==> src/rtl/serial_subtractor.sv <==
// Bit-serial subtractor: a - b over WIDTH cycles, LSB first, with a start/busy/done handshake.
// Define SERIAL_SUB_OVF_EN to build the signed-overflow flag; otherwise ovf_o is tied low.
module serial_subtractor #(
    parameter int WIDTH = 8
) (
    input  logic             clk_i,
    input  logic             rst_i,
    input  logic             start_i,
    input  logic [WIDTH-1:0] a_i,
    input  logic [WIDTH-1:0] b_i,
    output logic             busy_o,
    output logic             done_o,
    output logic [WIDTH-1:0] diff_o,
    output logic             borrow_o,
    output logic             ovf_o
);
    // state   | meaning
    // S_IDLE  | waiting for start; last result held
    // S_SHIFT | one difference bit per cycle, LSB first
    // S_DONE  | result valid for one cycle; start re-accepts
    typedef enum logic [1:0] {S_IDLE, S_SHIFT, S_DONE} state_t;

    localparam int CW = (WIDTH > 1) ? $clog2(WIDTH) : 1;
    localparam logic [CW-1:0] LAST = CW'(WIDTH - 1);

    state_t           state_q, state_d;
    logic [WIDTH-1:0] a_q, a_d;
    logic [WIDTH-1:0] b_q, b_d;
    logic [CW-1:0]    cnt_q, cnt_d;
    logic             bin_q, bin_d;
    logic [WIDTH-1:0] diff_q, diff_d;
    logic             borrow_q, borrow_d;
    logic             d_bit;
    logic             bout;
`ifdef SERIAL_SUB_OVF_EN
    logic             a_msb_q, a_msb_d;
    logic             b_msb_q, b_msb_d;
    logic             ovf_q, ovf_d;
`endif

    assign d_bit = a_q[0] ^ b_q[0] ^ bin_q;
    assign bout  = (~a_q[0] & b_q[0]) | (~(a_q[0] ^ b_q[0]) & bin_q);

    // The minuend register doubles as the result shifter: difference bits
    // enter at the MSB as the consumed operand bits leave at the LSB.
    always_comb begin
        state_d  = state_q;
        a_d      = a_q;
        b_d      = b_q;
        cnt_d    = cnt_q;
        bin_d    = bin_q;
        diff_d   = diff_q;
        borrow_d = borrow_q;
`ifdef SERIAL_SUB_OVF_EN
        a_msb_d  = a_msb_q;
        b_msb_d  = b_msb_q;
        ovf_d    = ovf_q;
`endif
        case (state_q)
            S_IDLE, S_DONE: begin
                state_d = S_IDLE;
                if (start_i) begin
                    state_d = S_SHIFT;
                    a_d     = a_i;
                    b_d     = b_i;
                    cnt_d   = '0;
                    bin_d   = 1'b0;
`ifdef SERIAL_SUB_OVF_EN
                    a_msb_d = a_i[WIDTH-1];
                    b_msb_d = b_i[WIDTH-1];
`endif
                end
            end
            S_SHIFT: begin
                a_d   = {d_bit, a_q[WIDTH-1:1]};
                b_d   = {1'b0, b_q[WIDTH-1:1]};
                bin_d = bout;
                if (cnt_q == LAST) begin
                    state_d  = S_DONE;
                    diff_d   = {d_bit, a_q[WIDTH-1:1]};
                    borrow_d = bout;
`ifdef SERIAL_SUB_OVF_EN
                    ovf_d    = (a_msb_q ^ b_msb_q) & (a_msb_q ^ d_bit);
`endif
                end else begin
                    cnt_d = cnt_q + CW'(1);
                end
            end
            default: state_d = S_IDLE;
        endcase
    end

    always_ff @(posedge clk_i or posedge rst_i) begin
        if (rst_i) begin
            state_q  <= S_IDLE;
            a_q      <= '0;
            b_q      <= '0;
            cnt_q    <= '0;
            bin_q    <= 1'b0;
            diff_q   <= '0;
            borrow_q <= 1'b0;
`ifdef SERIAL_SUB_OVF_EN
            a_msb_q  <= 1'b0;
            b_msb_q  <= 1'b0;
            ovf_q    <= 1'b0;
`endif
        end else begin
            state_q  <= state_d;
            a_q      <= a_d;
            b_q      <= b_d;
            cnt_q    <= cnt_d;
            bin_q    <= bin_d;
            diff_q   <= diff_d;
            borrow_q <= borrow_d;
`ifdef SERIAL_SUB_OVF_EN
            a_msb_q  <= a_msb_d;
            b_msb_q  <= b_msb_d;
            ovf_q    <= ovf_d;
`endif
        end
    end

    assign busy_o   = (state_q == S_SHIFT);
    assign done_o   = (state_q == S_DONE);
    assign diff_o   = diff_q;
    assign borrow_o = borrow_q;
`ifdef SERIAL_SUB_OVF_EN
    assign ovf_o    = ovf_q;
`else
    assign ovf_o    = 1'b0;
`endif

endmodule

==> config.mk <==
export PLATFORM = sky130hd
export DESIGN_NAME = serial_subtractor
export DESIGN_NICKNAME = d
export VERILOG_FILES = /design/src/rtl/serial_subtractor.sv
export SDC_FILE = /design/constraint.sdc
export NUM_CORES = 1
export LEC_CHECK = 0
export BUFFER_PORTS_ARGS = -buffer_cell sky130_fd_sc_hd__buf_4
export CAP_MARGIN = 20
export CORE_MARGIN = 1
export CORE_UTILIZATION = 30
export CTS_CLUSTER_SIZE = 8
export DETAILED_ROUTE_END_ITERATION = 16
export HOLD_SLACK_MARGIN = 0.08
export PLACE_DENSITY = 0.55
export SLEW_MARGIN = 25
export SYNTH_ARGS = -nofsm -noshare
export SYNTH_HDL_FRONTEND = slang
export SYNTH_SLANG_ARGS = --single-unit
export TNS_END_PERCENT = 10
==> constraint.sdc <==
create_clock -name clk_i -period 2.13 [get_ports clk_i]
set_input_delay 0.213 -clock clk_i [delete_from_list [all_inputs] [get_ports clk_i]]
set_output_delay 0.213 -clock clk_i [all_outputs]
set_load 0.02 [all_outputs]
==> impl_metrics.tcl <==
set metrics [dict create \
    routed_wl_um 3140 \
    setup_slack_ps 549 \
    cp_max_fo 13 \
    start_util_pct 32.0 \
    clock-sinks 31 \
    portBuffers 29 \
    die_y_um 74.1 \
    post-route-min-period_ps 1580 \
    maxCapViolCount 0 \
    nFillCells 500 \
    drt-initial-drc-count 45 \
    status "completed" \
    clk_path_buf_depth 2 \
    ys_ff_latch 31 \
    numCtsBuffers 5 \
    synth_area_leaders "dfrtp_1 50%, mux2i_1 8.3%, a211oi_1 5.8%" \
    clk_latency_ps 280 \
    die_x_um 74.1 \
    hpwl_um 2100 \
    avgSynthCellArea_um2 10.6 \
    syn_nets 170 \
    worstSetupStartpointType "flop" \
    r2r_start "cnt_q[0]" \
    cts_hold_buf 1 \
    rr_endpoint "diff_o[6]" \
    grt_overflow 0 \
    crit_top_cell "ha_1" \
    slew_violations 0 \
    worst_clock_skew_ps 9.83 \
    grt_max_degree 32 \
    clkTransAtPathRegs_ps 70 \
    num_io_pins 31 \
    final-hold-violation-count 0 \
    post-route-util_pct 40.1 \
    min_from "a_i[1]" \
    rsz0062_at_grt "no" \
    async_reset_ff_share_pct 100 \
    hold-worst-slack_ps 204 \
    antennaDiodeCount 0 \
    syn_area_mm2 0.00156 \
    post-synth-top-count-cell "dfrtp_1" \
    reg2reg_slack_ps 550 \
    vias 1163 \
    hold_path.class "primary input to flop" \
    cts_resized 0 \
    fmax_mhz 633 \
    postSynthCellCount 148 \
    synthFlopType "dfrtp_1" \
    worstPathCellList "ha_1 > ha_1 > nand3b_2 > mux2_2" \
    cp-end-kind "flop" \
    first_global_vias 1190 \
    yosysWarnings 0 \
    drc 0 \
    cts-root-buf "clkbuf_8" \
    period_share_pct 74.2 \
    drive_gt1_share_pct 25.3 \
    yosysUniqueCellTypes 30 \
    antenna_found_initial 0 \
    min_delay_path_depth 3 \
    yosysTopAreaCell "dfrtp_1" \
    crit_arrival_ps 1750 \
    cp_top_family "adder cells" \
    layout.nets 199 \
    synth_edf_count 0 \
    critical_path.max_stage_delay_ps 410 \
    postCtsSetupRepairBufs 0 \
    hold_end "a_q[1]" \
    synth_top_cell_area_share_pct 49.7 \
    dieArea_mm2 0.00550 \
    num_rows 25 \
    ir_drop_uv 482 \
    track_usage_pct 12.9 \
    p_per_area_mw_per_mm2 1440 \
    place.gp.congestion 0.760 \
    netlist_top_cells_count "31 x dfrtp_1, 14 x a21oi_1, 13 x mux2i_1" \
    cts_tree "done" \
    fin_setup_tns_ps 0 \
    ys_seq_area_share_pct 49.7 \
    worstRegToRegCells 4 \
    drtPass1Iterations 3 \
    crit_type "flop to flop" \
    setup_viol_count_final 0 \
    crit_buf_inv 0 \
    place_ws_ps 530 \
    slowest_stage "dfrtp_1" \
    htree_levels 2 \
    core-area_mm2 0.00488 \
    p_leak_nw 0.872 \
    critPathRequiredTime_ps 2300 \
    viasPerCell 4.75 \
    antenna_left 0 \
    wire_per_inst_um 12.8 \
    grt_pass1_wl_um 5330 \
    area_growth_pct 25.2 \
]
-- state kept, by name, indices dropped and copies added, names as in the netlist --
register / flops
b_q: 8
borrow_o: 1
diff_o: 8
bin_q: 1
a_q: 8
cnt_q: 3
state_q: 2
-- worst register-to-register path, cell delays in order (launching register included) --
cell and delay, ps:
dfrtp_1 410, ha_1 210, ha_1 210, nand3b_2 260
mux2_2 380
-- cell type report --
class / count / area, um2 / area share, %
multi-input cells: 99 / 702 / 35.9
flip-flops and latches: 31 / 776 / 39.7
well taps: 67 / 83.8 / 4.29
clock inverters: 2 / 35.0 / 1.79
inverters: 7 / 26.3 / 1.34
clock buffers: 6 / 82.6 / 4.22
repair buffers: 33 / 250 / 12.8
-- worst max-delay path by stage --
| stage | startpoint | to | cells past startpoint |
|---|---|---|---|
| 2_1_floorplan | cnt_q[0] | diff_o[0] | 5 |
| 3_3_place_gp | cnt_q[0] | diff_o[2] | 4 |
| 3_5_place_dp | cnt_q[0] | diff_o[6] | 4 |
| 4_1_cts | cnt_q[0] | diff_o[6] | 4 |
| 5_1_grt | cnt_q[0] | diff_o[6] | 4 |
| 6_report | cnt_q[0] | diff_o[6] | 4 |
-- cells in the final DEF (no fill, tap or decap), types with 5 or more instances in the layout --
cell	synthesis	routed
a211oi_1	12	12
nor2b_1	9	9
clkbuf_8	0	6
buf_4	3	32
inv_1	7	7
a21oi_1	14	14
dfrtp_1	31	31
o21ai_0	5	5
mux2i_1	13	13
nand2_1	10	10
-- metrics by stage --
| stage | instances | power (mW) | instance area, um2 |
|---|---|---|---|
| floorplan | 148 | 1.86 | 1560 |
| global placement | 236 | 2.18 | 1830 |
| detailed placement | 236 | 2.23 | 1830 |
| CTS | 245 | 2.86 | 1960 |
| global route | 245 | 3.03 | 1960 |
| finish | 245 | 2.81 | 1960 |
-- kinds of logic after synthesis --
family,synth area share [%]
flip-flops,49.7
AND/OR/NAND/NOR,13.5
buffers and inverters,5.37
XOR/XNOR,0.561
adder cells (fa/ha/maj),2.88
multiplexers,12.7
AO/OA/AOI/OAI,15.1
other,0.240
-- per-layer routing --
layer	global-route usage, %	wire length [um]	part of all wire [%]	vias up
met1	17.1	1560	50	556
met2	20.2	1380	44	31
met4	5.13	31	0.99	0
met5	0	0	0	-
met3	3.39	172	5.5	6
li1	-	-	-	570
-- power by group --
part	leakage, nW	switching, mW	internal, mW
clock network	0.0612	0.228	0.379
logic	0.444	0.572	0.538
registers	0.367	0.217	0.876
Power figures use the tool's default switching activity.
